[src/rtl/cdb_arbiter.sv]
// CDB / address-bus arbiter: one zero-latency grant per cycle to an FU output buffer.
// Round-robin within the highest non-empty tier: starved, then full, then any request.
module cdb_arbiter #(
   parameter int N_REQ        = 4,
   parameter int STARVE_LIMIT = 8,
   parameter int CNT_WIDTH    = 4,
   parameter int IDX_WIDTH    = $clog2(N_REQ)
) (
   input  logic                 clk,
   input  logic                 reset,
   input  logic [N_REQ-1:0]     request,
   input  logic [N_REQ-1:0]     full,
   input  logic                 bus_stall,
   output logic [N_REQ-1:0]     permit,
   output logic                 bus_valid,
   output logic [IDX_WIDTH-1:0] grant_index,
   output logic [N_REQ-1:0]     starved
);

   logic [IDX_WIDTH-1:0] r_last_grant;
   logic [CNT_WIDTH-1:0] r_wait_cnt [N_REQ];

   logic [N_REQ-1:0]     w_eligible;
   logic [N_REQ-1:0]     w_starved;
   logic [N_REQ-1:0]     w_tier1;
   logic [N_REQ-1:0]     w_tier2;
   logic [N_REQ-1:0]     w_tier;
   logic [N_REQ-1:0]     w_permit;
   logic                 w_found;
   logic [IDX_WIDTH-1:0] w_grant_idx;

   // Gating with reset keeps every output quiet while reset is held, not just after an edge.
   assign w_eligible = reset ? '0 : (request & ~{N_REQ{bus_stall}});

   genvar gi;
   generate
      for (gi = 0; gi < N_REQ; gi++) begin : g_req
         assign w_starved[gi] = !reset && request[gi] &&
                                (r_wait_cnt[gi] >= CNT_WIDTH'(STARVE_LIMIT));
         assign w_permit[gi]  = w_found && (w_grant_idx == IDX_WIDTH'(gi));
      end
   endgenerate

   assign w_tier1 = w_eligible & w_starved;
   assign w_tier2 = w_eligible & full;
   assign w_tier  = (|w_tier1) ? w_tier1 : ((|w_tier2) ? w_tier2 : w_eligible);

   // Wrap by subtraction so non-power-of-two N_REQ never visits an out-of-range index.
   always_comb begin
      int v_idx;
      w_found     = 1'b0;
      w_grant_idx = '0;
      v_idx       = 0;
      for (int k = 1; k <= N_REQ; k++) begin
         v_idx = int'(r_last_grant) + k;
         if (v_idx >= N_REQ) v_idx = v_idx - N_REQ;
         if (!w_found && w_tier[v_idx]) begin
            w_found     = 1'b1;
            w_grant_idx = IDX_WIDTH'(v_idx);
         end
      end
   end

   always_ff @(posedge clk or posedge reset) begin
      if (reset) begin
         r_last_grant <= IDX_WIDTH'(N_REQ - 1);
      end else if (w_found) begin
         r_last_grant <= w_grant_idx;
      end
   end

   always_ff @(posedge clk or posedge reset) begin
      if (reset) begin
         for (int i = 0; i < N_REQ; i++) r_wait_cnt[i] <= '0;
      end else begin
         for (int i = 0; i < N_REQ; i++) begin
            if (!request[i] || w_permit[i])
               r_wait_cnt[i] <= '0;
            else if (bus_stall)
               r_wait_cnt[i] <= r_wait_cnt[i];
            else if (r_wait_cnt[i] != {CNT_WIDTH{1'b1}})
               r_wait_cnt[i] <= r_wait_cnt[i] + CNT_WIDTH'(1);
         end
      end
   end

   assign permit      = w_permit;
   assign bus_valid   = w_found;
   assign grant_index = w_grant_idx;
   assign starved     = w_starved;

endmodule

[config.mk]
export PLATFORM = sky130hd
export DESIGN_NAME = cdb_arbiter
export DESIGN_NICKNAME = d
export VERILOG_FILES = /design/src/rtl/cdb_arbiter.sv
export SDC_FILE = /design/constraint.sdc
export NUM_CORES = 1
export LEC_CHECK = 0
export ABC_CLOCK_PERIOD_IN_PS = 2000
export CELL_PAD_IN_SITES_DETAIL_PLACEMENT = 1
export CELL_PAD_IN_SITES_GLOBAL_PLACEMENT = 2
export CORE_MARGIN = 10
export CORE_UTILIZATION = 30
export DETAILED_ROUTE_END_ITERATION = 10
export GPL_ROUTABILITY_DRIVEN = 1
export PLACE_DENSITY_LB_ADDON = 0.2
export SLEW_MARGIN = 40
export SYNTH_ARGS = -nofsm -noshare
export SYNTH_HDL_FRONTEND = slang
export SYNTH_SLANG_ARGS = --single-unit
[constraint.sdc]
create_clock -name clk -period 2 [get_ports clk]
set_input_delay 0.2 -clock clk [delete_from_list [all_inputs] [get_ports clk]]
set_output_delay 0.2 -clock clk [all_outputs]
set_load 0.1 [all_outputs]
==> qor.yml, run 1 <==
cts:
  htree_levels: 1
  root_buffer: "clkbuf_8"
  cts_tree: "yes"
  cts.sink_count: 18
  clk_path_buf_depth: 2
  numCtsBuffers: 3
  clkTransAtPathRegs_ns: 0.08
  clock_latency_ns: 0.26
detailed_routing:
  drt-total-wl_um: 6240
  drt_iter0_markers: 78
  drc: 0
  vias: 1745
  drt-vias-per-instance: 5.39
  dr.pass1.iters: 4
  drtAntennaViolNets: 0
  wl_per_cell_um: 19.3
grt:
  grt_max_degree: 12
  antenna_found_initial: 0
  gr-total-overflow: 0
  track_usage_pct: 14.0
  grt_pass1_wl_um: 9760
  grt_pass1_vias: 1940
critical_path:
  end_kind: "output pin"
  slowest_delay_ns: 0.44
  worst-setup-path-type: "reg2out"
  crit_fanout: 4
  start_kind: "flip-flop"
  required_ns: 1.80
  crit_slowest_cell: "dfrtp_1"
  crit_path_cell_trace: "a222oi_1 > buf_4 > buf_6 > a22oi_2 > buf_4 > a211oi_2 > nor4b_4 > buf_12"
  crit_family: "buffers and inverters"
  cp_common_cell: "buf_4"
  crit_buf_inv: 4
  cp.arrival_ns: 2.34
job:
  cap_viol_max_count: 0
place:
  dp_slack_ns: -0.857
  hpwl_um: 4550
  io_buffers: 21
  globalplace.congestion: 0.844
  place_inst: 304
cells_and_area:
  ff_latch_area_um2: 453
  fin_nets: 277
  multi_input_area_um2: 1310
  area_growth_pct: 82.1
  nFillCells: 529
  drive_gt1_share_pct: 52.9
  antenna_cells: 0
  final-instance-count-excl-fill: 324
  final_util_pct: 57.7
die:
  core_area_um2: 4850
  rows: 25
  die_area_um2: 8380
  io_pins: 22
  die_y_um: 91.6
  chipWidth_um: 91.6
  initial_core_util_pct: 31.7
sta:
  fin_hold_ws_ns: 0.254
  setup_viol: 23
  setup_tns_ns: -6.57
  drv_slew: 0
  finalCriticalPeriod_ns: 2.54
  max_freq_mhz: 394
  worstMarginPinSlew_ns: 0.532
  fin_worst_skew_ns: 0.00482
  fin_crit_sh_pct: 127
  fin_ws_ns: -0.541
  max_slew_margin_pct: 64.5
  rsz0062_at_grt: "yes"
  hold_violations: 0
pwr:
  powerDensity_nw_per_um2: 547
  power_leakage_nw: 1.15
  max-vdd-ir-drop_mv: 0.267
synth:
  seq_area_frac_synth_pct: 29.5
  yosys.cell_types.count: 47
  ys_ff_latch: 18
  ys_warn_count: 0
  synth_flop_cell: "dfrtp_1"
  syn-num-nets: 191
  synth_enable_flop_cells: 0
  syn_avg_cell_area_um2: 8.93
  netlist_area_um2: 1540
  async_flop_share_pct: 100
  synth_cells: 172
run_status:
  outcome: "complete, but fails checks"
  violations: "negative setup slack"
hold_path:
  min_path_type: "in2async"
[kinds of logic (layout without fill, tap and decap cells)]
logic type / Yosys count / count (layout) / synth area share (%)
flops: 18 / 18 / 29.5
compound gates: 50 / 50 / 27.7
simple gates: 71 / 71 / 27.8
buf+inv: 18 / 103 / 4.56
fa+ha+maj: 8 / 8 / 6.51
xor+xnor: 7 / 7 / 3.99
[power by group]
part	internal, mW	switching, mW	total [mW]	leakage (nW)
registers	0.409	0.0799	0.488	0.240
clock network	0.175	0.144	0.319	0.0288
logic	0.317	0.407	0.723	0.886
[Yosys cell counts (2+ instances only)]
library cell  instances  area [um^2]
a211oi_1              2         15.0
a21oi_1               6         30.0
a222oi_1              5         50.1
a22oi_1               3         22.5
a31oi_1               4         25.0
and3_1                4         25.0
buf_1                 2         7.51
buf_2                 2         10.0
clkbuf_1              3         11.3
dfrtp_1              16          400
dfstp_2               2         52.6
ha_1                  8          100
inv_1                11         41.3
nand2_1              11         41.3
nand3b_1              3         22.5
nand4_1               2         12.5
nor2_1               19         71.3
nor3_1                4         20.0
nor3b_1               6         45.0
nor4b_2               3         45.0
nor4bb_1              2         20.0
o211ai_1              7         52.6
o21a_1                2         15.0
o21ai_0               3         15.0
o21ai_1               4         20.0
o22ai_1               3         18.8
o32ai_4               2         55.1
or2_1                 2         12.5
or3_1                 4         25.0
or4_1                 4         30.0
xnor2_1               7         61.3
[cells in the final DEF, fill, tap and decap left out, drive strengths merged, types with 3 or more instances in the layout]
cell | netlist | layout
nand2 | 11 | 11
dfrtp | 16 | 16
or2 | 3 | 3
a22oi | 3 | 3
dlygate4sd2 | 0 | 9
or3 | 4 | 4
xnor2 | 7 | 7
a31oi | 4 | 4
ha | 8 | 8
inv | 11 | 11
nand3b | 3 | 3
buf | 4 | 78
o211ai | 7 | 7
clkbuf | 3 | 4
nor2 | 19 | 19
a21oi | 6 | 6
a222oi | 5 | 5
nor3 | 5 | 5
nor3b | 6 | 6
or4 | 4 | 4
o21ai | 8 | 8
and3 | 4 | 4
o22ai | 3 | 3
nor4b | 3 | 3
o32ai | 3 | 3
[sequential cells by signal, indices dropped and copies added, names as in the netlist]
name / flops
r_last_grant: 2
r_wait_cnt: 16
[metal layers]
metal / up-vias / track usage (%) / routed length, um
met5: - / 0 / 0
met2: 21 / 25.5 / 3360
met3: 6 / 3.05 / 186
met1: 895 / 15.6 / 2630
li1: 823 / - / -
met4: 0 / 4.31 / 65
[cell type report]
class,count,share of cell area (%)
multi-input combinational,136,46.7
timing repair buffer,88,30.6
sequential,18,16.2
tap,67,3.00
clock buffer,4,1.97
inverter,11,1.48
[worst min-delay path: stages]
cell           delay, ns
dlygate4sd2_1       0.29
buf_4               0.17
inv_1               0.26
[final timing paths]
path                       slack [ns]                           to                      start  depth (start not counted)
min in group clk                 0.50   r_wait_cnt[12]$_DFFE_PP0P_                 request[0]                          4
max                             -0.54                    permit[2]  r_wait_cnt[7]$_DFFE_PP0P_                          8
min                              0.25   r_wait_cnt[11]$_DFFE_PP0P_                      reset                          3
max in group asynchronous        1.24  r_last_grant[0]$_DFFE_PP1P_                      reset                          4
min reg2reg                      0.62    r_wait_cnt[6]$_DFFE_PP0P_  r_wait_cnt[6]$_DFFE_PP0P_                          3
max reg2reg                     -0.26   r_wait_cnt[10]$_DFFE_PP0P_  r_wait_cnt[7]$_DFFE_PP0P_                         10
[metrics by stage]
| step | cell area, um^2 | power (mW) |
|---|---|---|
| final | 2800 | 1.53 |
| after global routing | 2800 | 1.61 |
| after CTS | 2590 | 1.46 |
| after detailed placement | 2360 | 1.09 |
| after global placement | 2360 | 1.06 |
| after floorplan | 1600 | 0.831 |
[repair_timing]
item                                    4_1_cts  5_1_grt
resized for setup                            35       38
pin swaps                                    17       25
cloned                                        0        0
hold buffers                                  0        0
hold endpoints to repair                      0        0
buffers inserted                             10       11
endpoints found under the setup margin       25       25
Note: power is estimated with default switching activity, not from simulation.
==> inputs of run 2 (changes only) <==
--- a/config.mk
+++ b/config.mk
@@ -8,11 +8,12 @@
 export ABC_CLOCK_PERIOD_IN_PS = 2000
 export CELL_PAD_IN_SITES_DETAIL_PLACEMENT = 1
 export CELL_PAD_IN_SITES_GLOBAL_PLACEMENT = 2
-export CORE_MARGIN = 10
+export CORE_MARGIN = 5
 export CORE_UTILIZATION = 30
 export DETAILED_ROUTE_END_ITERATION = 10
 export GPL_ROUTABILITY_DRIVEN = 1
 export PLACE_DENSITY_LB_ADDON = 0.2
+export SKIP_CTS_REPAIR_TIMING = 1
 export SLEW_MARGIN = 40
 export SYNTH_ARGS = -nofsm -noshare
 export SYNTH_HDL_FRONTEND = slang
==> run 2 against run 1 <==
The flow still finishes with violations (negative setup slack). Clock skew about the same. Sequential cell count is the same. Clock power is essentially flat. Sequential share of layout area up 0.98 points. Critical endpoint is now permit[1].
==> qor.yml, run 2 (same netlist as run 1, synthesis figures left out) <==
job:
  cap_viol_max_count: 0  # unchanged
place:
  globalplace.congestion: 0.861  # +2.0%
  place_inst: 308  # +1.3%
  hpwl_um: 4470  # -1.8%
  placed_area_um2: 2370  # +0.48%
  io_buffers: 21  # unchanged
cells_and_area:
  final-instance-count-excl-fill: 319  # -1.5%
  nFillCells: 575  # +8.7%
  multi_input_area_um2: 1220  # -7.0%
  area_growth_pct: 71.7
  reg_top3: "r_wait_cnt: 16 flops, r_last_grant: 2 flops"
  top_register: "r_wait_cnt"
  largest_register_ffs: 16  # unchanged
  mostFrequentLayoutCells: "buf_4 (56), dfrtp_1 (16), nor2_1 (14)"
  drive_gt1_share_pct: 45.0  # -7.9 points
  fin_area_um2: 2640  # -5.7%
  final_util_pct: 52.3  # -5.4 points
  fin_nets: 269  # -2.9%
  antenna_cells: 0  # unchanged
  ff_latch_area_um2: 453  # unchanged
  layout_commonest_cell: "buf_4"
cts:
  clkTransAtPathRegs_ns: 0.08  # about the same
  clk_path_buf_depth: 2  # unchanged
  numCtsBuffers: 3  # unchanged
  cts_tree: "yes"
  root_buffer: "clkbuf_8"
  htree_levels: 1  # unchanged
  cts.sink_count: 18  # unchanged
  clock_latency_ns: 0.27  # about the same
die:
  io_pins: 22  # unchanged
  die_area_um2: 6650  # -21%
  core_area_um2: 5040  # +4.0%
  die_y_um: 81.6  # -11%
  chipWidth_um: 81.6  # -11%
  rows: 26  # +4.0%
  initial_core_util_pct: 30.5  # -1.2 points
detailed_routing:
  drc: 0  # unchanged
  drt_iter0_markers: 72  # -7.7%
  drtAntennaViolNets: 0  # unchanged
  vias: 1730  # -0.86%
  wl_per_cell_um: 18.7  # -3.1%
  dr.pass1.iters: 5  # +1
  drt-vias-per-instance: 5.42  # +0.69%
  drt-total-wl_um: 5950  # -4.6%
critical_path:
  worst-setup-path-type: "reg2out"
  start_kind: "flip-flop"
  cp.arrival_ns: 2.51  # +0.17 ns
  reg2reg_slack_ns: -0.51  # -0.25 ns
  crit_fanout: 4  # unchanged
  rr_startpoint: "r_wait_cnt[15]$_DFFE_PP0P_"
  r2r_end: "r_wait_cnt[2]$_DFFE_PP0P_"
  r2r_cells: 9  # -1
  required_ns: 1.80  # about the same
  end_kind: "output pin"
sta:
  worstMarginPinSlew_ns: 0.468  # -0.0639 ns
  hold_violations: 0  # unchanged
  max_slew_margin_pct: 68.4  # +3.8 points
  finalCriticalPeriod_ns: 2.71  # +0.165 ns
  setup_tns_ns: -9.94  # -3.36 ns
  fin_crit_sh_pct: 135  # +8.3 points
  rsz0062_at_grt: "yes"
  drv_slew: 0  # unchanged
  fin_ws_ns: -0.706  # -0.165 ns
  fin_worst_skew_ns: 0.00453  # -0.000291 ns
  max_freq_mhz: 370  # -6.1%
  fin_hold_ws_ns: 0.0409  # -0.213 ns
  setup_viol: 25  # +8.7%
run_status:
  outcome: "complete, but fails checks"
  violations: "negative setup slack"
grt:
  antenna_found_initial: 0  # unchanged
  grt_max_degree: 11  # -1
  grt_pass1_wl_um: 9050  # -7.2%
  gr-total-overflow: 0  # unchanged
  grt_pass1_vias: 1860  # -4.1%
  track_usage_pct: 17.7  # +3.7 points
hold_path:
  min_path_type: "in2async"
pwr:
  power_leakage_nw: 1.11  # -3.9%
  powerDensity_nw_per_um2: 569  # +3.9%
  max-vdd-ir-drop_mv: 0.264  # -0.89%
[run 2: changes by cell type in the layout (fill, tap and decap cells not counted), moves of 4 or more]
cell / previous run / this run
buf_6: 12 / 3
dlygate4sd2_1: 9 / 0
clkdlybuf4s50_1: 0 / 6
nor2_1: 9 / 14
nor2_2: 8 / 3
dlymetal6s2s_1: 0 / 4
[run 2: worst max-delay path by stage]
stage                                     startpoint                    endpoint  slack [ns]  cells after the start
final                     r_wait_cnt[15]$_DFFE_PP0P_                   permit[1]       -0.71                      6
after global routing      r_wait_cnt[15]$_DFFE_PP0P_                   permit[1]       -0.79                      6
after CTS                                 request[0]              grant_index[0]       -0.81                      8
after detailed placement                  request[0]              grant_index[0]       -0.78                      8
after global placement                         reset                   permit[0]       -0.74                      6
after floorplan           r_wait_cnt[15]$_DFFE_PP0P_  r_wait_cnt[12]$_DFFE_PP0P_       -0.95                      5
[run 2: routing by layer]
| metal | vias up | track usage, % | share of wire (%) |
|---|---|---|---|
| li1 | 806 | - | - |
| met1 | 869 | 21.5 | 40 |
| met2 | 41 | 31.4 | 54 |
| met3 | 14 | 2.85 | 2.9 |
| met4 | 0 | 5.91 | 3.4 |
| met5 | - | 0 | 0 |
[run 2: cell type report]
cell class,instances,share of cell area (%)
Clock buffer,4,2.09
Inverter,11,1.57
Multi-Input combinational cell,136,46.1
Sequential cell,18,17.2
Tap cell,70,3.32
Timing Repair Buffer,80,29.7
[run 2: power breakdown]
part	total, mW	switching (mW)	internal (mW)
clock network	0.321	0.145	0.176
registers	0.470	0.0622	0.408
logic	0.708	0.399	0.310
total	1.50	0.606	0.893
[run 2: critical path, stage by stage (launching register included)]
cell	delay, ns
dfrtp_1	0.43
a222oi_1	0.46
buf_4	0.21
o21ai_1	0.12
or3_4	0.37
o32ai_4	0.41
buf_12	0.23
[run 2: metrics by stage]
stage | total power, mW | setup WS (ns)
detailed placement | 1.11 | -0.781
global placement | 1.08 | -0.736
finish | 1.50 | -0.706
floorplan | 0.831 | -0.955
global route | 1.58 | -0.789
CTS | 1.43 | -0.806
